--- src/rtl/vc_credit_sender.sv ---
// Transmit side of a credit-based link with security-domain isolation.
// Before switching domains, the sender waits for every credit to come back.
module vc_credit_sender #(
   parameter int unsigned p_msg_nbits   = 32,
   parameter int unsigned p_num_credits = 2,
   localparam int unsigned c_cnt_nbits  = $clog2(p_num_credits + 1)
) (
   input  logic                   clk,
   input  logic                   reset,
   input  logic                   in_domain,
   input  logic                   in_val,
   output logic                   in_rdy,
   input  logic [p_msg_nbits-1:0] in_msg,
   output logic                   out_val,
   output logic                   out_domain,
   output logic [p_msg_nbits-1:0] out_msg,
   input  logic                   credit_return,
   output logic [c_cnt_nbits-1:0] credit_count,
   output logic                   cur_domain,
   output logic                   draining,
   output logic                   credit_err
);

   localparam logic [c_cnt_nbits-1:0] c_full = c_cnt_nbits'(p_num_credits);
   localparam logic [c_cnt_nbits-1:0] c_one  = c_cnt_nbits'(1);

   typedef enum logic [0:0] {StActive, StDrain} state_e;

   state_e                 state_q, state_d;
   logic [c_cnt_nbits-1:0] credit_count_q, credit_count_d;
   logic                   cur_domain_q, cur_domain_d;
   logic                   out_val_q, out_val_d;
   logic                   out_domain_q, out_domain_d;
   logic [p_msg_nbits-1:0] out_msg_q, out_msg_d;
   logic                   credit_err_q, credit_err_d;

   logic link_empty;
   logic do_send;

   assign link_empty = (credit_count_q == c_full);

   // A different domain may only be accepted once the remote queue is empty.
   assign in_rdy  = (state_q == StActive) && (credit_count_q != '0) &&
                    ((in_domain == cur_domain_q) || link_empty);
   assign do_send = in_val && in_rdy;

   always_comb begin
      state_d        = state_q;
      credit_count_d = credit_count_q;
      credit_err_d   = credit_err_q;
      cur_domain_d   = cur_domain_q;
      out_val_d      = do_send;
      out_msg_d      = out_msg_q;
      out_domain_d   = out_domain_q;

      if (do_send) begin
         out_msg_d    = in_msg;
         out_domain_d = in_domain;
         cur_domain_d = in_domain;
      end

      // A send and a return in the same cycle cancel out.
      if (do_send && !credit_return) begin
         credit_count_d = credit_count_q - c_one;
      end else if (!do_send && credit_return) begin
         if (link_empty) begin
            credit_err_d = 1'b1;
         end else begin
            credit_count_d = credit_count_q + c_one;
         end
      end

      unique case (state_q)
         StActive: begin
            if (in_val && (in_domain != cur_domain_q) && !link_empty) begin
               state_d = StDrain;
            end
         end
         StDrain: begin
            if (link_empty) begin
               state_d = StActive;
            end
         end
         default: state_d = StActive;
      endcase
   end

   always_ff @(posedge clk) begin
      if (!reset) begin
         state_q        <= StActive;
         credit_count_q <= c_full;
         cur_domain_q   <= 1'b0;
         out_val_q      <= 1'b0;
         out_msg_q      <= '0;
         out_domain_q   <= 1'b0;
         credit_err_q   <= 1'b0;
      end else begin
         state_q        <= state_d;
         credit_count_q <= credit_count_d;
         cur_domain_q   <= cur_domain_d;
         out_val_q      <= out_val_d;
         out_msg_q      <= out_msg_d;
         out_domain_q   <= out_domain_d;
         credit_err_q   <= credit_err_d;
      end
   end

   assign out_val      = out_val_q;
   assign out_msg      = out_msg_q;
   assign out_domain   = out_domain_q;
   assign credit_count = credit_count_q;
   assign cur_domain   = cur_domain_q;
   assign draining     = (state_q == StDrain);
   assign credit_err   = credit_err_q;

endmodule

--- config.mk ---
export PLATFORM = sky130hd
export DESIGN_NAME = vc_credit_sender
export DESIGN_NICKNAME = d
export VERILOG_FILES = /design/src/rtl/vc_credit_sender.sv
export SDC_FILE = /design/constraint.sdc
export NUM_CORES = 1
export LEC_CHECK = 0
export CAP_MARGIN = 5
export CORE_UTILIZATION = 40
export CTS_CLUSTER_SIZE = 24
export DETAILED_ROUTE_END_ITERATION = 8
export PLACE_DENSITY = 0.77
export SYNTH_ARGS = -nofsm -noshare
export SYNTH_HDL_FRONTEND = slang
export SYNTH_SLANG_ARGS = --single-unit
--- constraint.sdc ---
create_clock -name clk -period 2.7 [get_ports clk]
set_input_delay 0.54 -clock clk [delete_from_list [all_inputs] [get_ports clk]]
set_output_delay 0.54 -clock clk [all_outputs]
set_load 0.005 [all_outputs]
* Yosys cells after proc, flatten, opt, wreduce, memory -nomap -nowiden
Index checks and enable logic that the tools add are counted.
** Storage, ports and cells
- Input port bits :: 37
- Output and inout bits :: 40
- Word-level logic and storage cells :: 35
- Flip-flop bits (word level) :: 38
** Operators by class
- $add $sub $neg :: 2
- Reductions and logical operators :: 15
- Bitwise gates (word level) :: 2
- Equality and inequality tests :: 4
- Muxes and demuxes :: 6
** Operators with widths (number)
- $logic_and 1x1->1 :: 7
- $mux 2 :: 3
- $reduce_bool 2->1 :: 2
- $logic_not 1->1 :: 3
- $reduce_and 3->1 :: 1
- $add 2x1->2 const B :: 1
- $eq 2x2->1 const B :: 1
- $mux 1 :: 2
- $ne 2x1->1 const B :: 1
- $not 1->1 :: 2
- $pmux 1 s2 :: 1
- $reduce_and 2->1 :: 1
- $sub 2x1->2 const B :: 1
- $eq 1x1->1 :: 1
- $logic_or 1x1->1 :: 1
- $ne 1x1->1 :: 1

* Depth between registers and ports, before layout
- Word-level depth :: 8
- Mapped depth :: 9
- Depth with buffers taken out :: 6

* Worst setup path after synthesis
OpenSTA, ideal clock, no wires.
- Path type :: input-to-reg
- Start point :: input port in_val
- End point :: register credit_count_q[0] (netlist: credit_count[0])
- Setup time :: 0.076 ns
- Cell stages on the path :: 7
- Required time :: 2.624 ns
- Buffers on the path :: 2
- Data arrival time :: 1.968 ns
- Setup slack :: 0.657 ns
- Cells stage by stage :: nor4bb_4 -> a41o_1 -> buf_6 -> buf_12 -> ha_1 -> or3_1 -> a21boi_0
** On the way
- Longest elaborated chain between the ends :: 5
- Elaborated cells on any way between the ends :: 8
- Classes of those cells :: eq/ne: 1; mux: 1; reduce/logical: 6
** RTL lines
- start: declaration :: RTL line 11 : input logic in_val,
- $logic_and 1x1->1 (*) :: RTL line 45 : assign do_send = in_val && in_rdy;
- named net do_send :: RTL line 38 : logic do_send;
- $logic_not 1->1 :: RTL line 65 : end else if (!do_send && credit_return) begin
- $logic_and 1x1->1 :: RTL line 65
- $reduce_bool 2->1 (no source line)
- $reduce_and 2->1 (no source line)
- end signal: assignment :: RTL line 91 : credit_count_q <= c_full;
- end signal: assignment :: RTL line 99 : credit_count_q <= credit_count_d;
- end: declaration :: RTL line 30 : logic [c_cnt_nbits-1:0] credit_count_q, credit_count_d;
Mark *: on every way through the listed nets, which the timed path passes. The rest lies on a longest branch.
A chain may end at the register's enable or synchronous reset.

* Worst setup path after layout
- Start point :: input port in_domain
- End point :: output port in_rdy
** On the way
- Longest elaborated chain between the ends :: 3
** RTL lines
- start: declaration :: RTL line 10 : input logic in_domain,
- $eq 1x1->1 :: RTL line 44 : ((in_domain == cur_domain_q) || link_empty);
- $logic_or 1x1->1 :: RTL line 44
- $logic_and 1x1->1 :: RTL line 43 : assign in_rdy = (state_q == StActive) && (credit_count_q != '0) &&
- end: declaration :: RTL line 12 : output logic in_rdy,
No other way between the ends.

==> metrics.csv <==
stage,metric,value,unit
floorplanning,Die W,66.1,um
cells_and_area,fill count,330,
logic_synthesis,sequential area share after synthesis,0.463,
timing,Sum Neg Setup Slack,0,ps
floorplanning,Core Footprint,3800,um^2
clock_tree,cts bufs inserted,5,
cells_and_area,diodes inserted,0,
logic_synthesis,Netlist cell types,24,
worst_setup_path,Worst EP arrival,1980,ps
logic_synthesis,cell count after synthesis,176,
pwr,total power,1.61,mW
global_route,first-pass GRT wire length,5.42,mm
timing,final setup violation count,0,
floorplanning,FP Rows,22,
timing,PnR worst setup slack,183,ps
route,Pre-antenna DRT Iters,4,
floorplanning,Initial Util,0.432,
worst_setup_path,kind of critical path,input pin to output pin,
timing,WHS,456,ps
global_route,initial antenna violation count,0,
route,routed len/inst,10.8,um
worst_setup_path,Critical Path Sink Type,output pin,
clock_tree,Post CTS Setup Buffer Count,0,
run_status,outcome,"complete, no violations",
logic_synthesis,post-synthesis instance area,1640,um^2
cells_and_area,Final #Nets,287,
route,DRT antenna net count,0,
global_route,vias in the first global route,1278,
floorplanning,Die Y,66.1,um
global_route,GRT Util Overall,0.164,
clock_tree,CTS tree,yes,
pwr,Max VDD drop,0.327,mV
cells_and_area,Area growth syn-to-layout,50.1,%
clock_tree,post-cts resize count,0,
floorplanning,Die ar.,4370,um^2
placed_design,RePlAce Congestion,0.773,
cells_and_area,Non-Filler Instances,297,
logic_synthesis,post-synthesis sequential element count,38,
floorplanning,# IOs,77,
worst_setup_path,Crit path required time,2160,ps
global_route,largest net degree at the start of global routing,41,
cells_and_area,Finished Cell Area,2470,um^2
clock_tree,H-tree depth,2,
logic_synthesis,syn_nets,215,
clock_tree,clk sinks,38,
flow_run,Max-cap violations,0,
route,total routed wirelength,3.22,mm
logic_synthesis,leading area contributor after synthesis,dfxtp_1,
clock_tree,Clock Tree Root,clkbuf_8,
route,Residual DRC,0,
timing,final hold violations,0,
pwr,Pwr Density,652,nW/um^2
timing,Tmin final,2520,ps
timing,Worst-Margin Slew,512,ps
logic_synthesis,Synth area leaders,"dfxtp_1 46%, mux2i_1 20%, nand2_1 15%, buf_12 3.7%, clkbuf_1 1.8%",
logic_synthesis,Synth warnings,0,
route,vias per inst,4.61,
clock_tree,Worst-path clk slew,70,ps
clock_tree,Skew-Pair Late Insertion Delay,280,ps
route,initial detailed-routing violation count,55,
placed_design,placed cells,289,
clock_tree,Max Buffers Root-to-Sink,2,
placed_design,"Cell Area, Placed",2370,um^2
timing,Final Cycle Share,0.932,
logic_synthesis,top cell type's share of synthesized area,0.463,
timing,max frequency,397,MHz
clock_tree,hold-fix buffers at CTS,0,
placed_design,DP HPWL,2.32,mm
timing,RSZ-0062 raised after global routing,false,
placed_design,I/O Buffers,76,
worst_setup_path,CP Launch Type,input pin,
pwr,leakage,1.02,nW
cells_and_area,post-layout utilization of the core,0.649,
timing,Slew Limit Fails,0,
cells_and_area,layout cell share with drive strength beyond 1,0.0562,
timing,Clock Skews,5.64,ps
timing,Worst slew margin,0.659,
min_path,worst hold-check path type,flip-flop to flip-flop,
worst_setup_path,worst-path fanout max,3,
global_route,grt ovf,0,
route,vias,1369,
placed_design,pre-CTS setup slack,177,ps
logic_synthesis,syn avg cell area,9.33,um^2
## cells in the final DEF, fill, tap and decap left out, types with 2 or more instances in the layout
cell	n
clkdlybuf4s50_1	75
nand2_1	67
dfxtp_1	38
mux2i_1	33
clkbuf_8	6
inv_1	3
xnor2_1	2
nor2b_1	2
or3_1	2
o21a_1	2
ha_1	2
buf_4	2
## final timing paths
| path | slack [ps] | end | depth (start not counted) | start |
|---|---|---|---|---|
| setup / recovery | 180 | in_rdy | 5 | in_domain |
| hold / removal | 460 | out_msg[0] | 2 | out_msg[0] |
| setup reg to reg | 920 | credit_count[0] | 5 | credit_count[0] |
| hold reg to reg | 460 | out_msg[0] | 2 | out_msg[0] |
## synth_stat cells (all sizes together)
library cell   n
xnor2          2
inv            4
buf            6
nand2b         1
or3            2
and2           1
dfxtp         38
clkbuf         8
a21oi          1
mux2i         33
a41o           1
nor2b          2
and3b          1
a21boi         1
nand2         67
o21a           2
nand3          1
ha             2
o21ai          1
nor4bb         1
nor2           1
## flip-flops by register name (all words and copies together) (netlist names)
| signal | cells |
|---|---|
| out_msg | 32 |
| credit_count | 2 |
| out_val | 1 |
| out_domain | 1 |
| credit_err | 1 |
| draining | 1 |
## worst max-delay path, stage by stage
cell and delay (ps):
clkdlybuf4s50_1 440, xnor2_1 240, nand2_1 90, a21oi_1 150, clkdlybuf4s50_1 520
## layer usage
layer / part of all wire / vias to the layer above / GRT usage / wire [um]
li1: - / 704 / - / -
met1: 0.45 / 617 / 0.177 / 1440
met2: 0.48 / 46 / 0.291 / 1550
met3: 0.064 / 2 / 0.0552 / 206
met4: 0.011 / 0 / 0.0638 / 34
met5: 0 / - / 0 / 0
## where the power goes
group          internal (mW)  leakage [nW]  total [mW]  switching (mW)
logic                  0.330         0.659       0.521           0.192
registers              0.648         0.313       0.700          0.0521
clock network          0.206        0.0482       0.386           0.180
## kinds of logic (layout without fill, tap and decap cells)
kind of cell,Yosys count,in the layout,share of synthesized area
and+or+nand+nor,77,77,0.202
DFF,38,38,0.463
muxes,33,33,0.201
buffers and inverters,18,91,0.0823
AOI/OAI and AO/OA,6,6,0.0259
adders and majority gates,2,2,0.0152
xor gates and xnor gates,2,2,0.0107
## cell type report
type / count / area, um^2 / share of cell area
Sequential cell: 38 / 761 / 0.308
Timing Repair Buffer: 79 / 791 / 0.321
Inverter: 4 / 15.0 / 0.00609
Clock inverter: 1 / 5.00 / 0.00203
Multi-Input combinational cell: 120 / 748 / 0.303
Clock buffer: 7 / 86.3 / 0.0350
Tap cell: 48 / 60.1 / 0.0244
No activity file was read; power rests on OpenSTA's default activity.
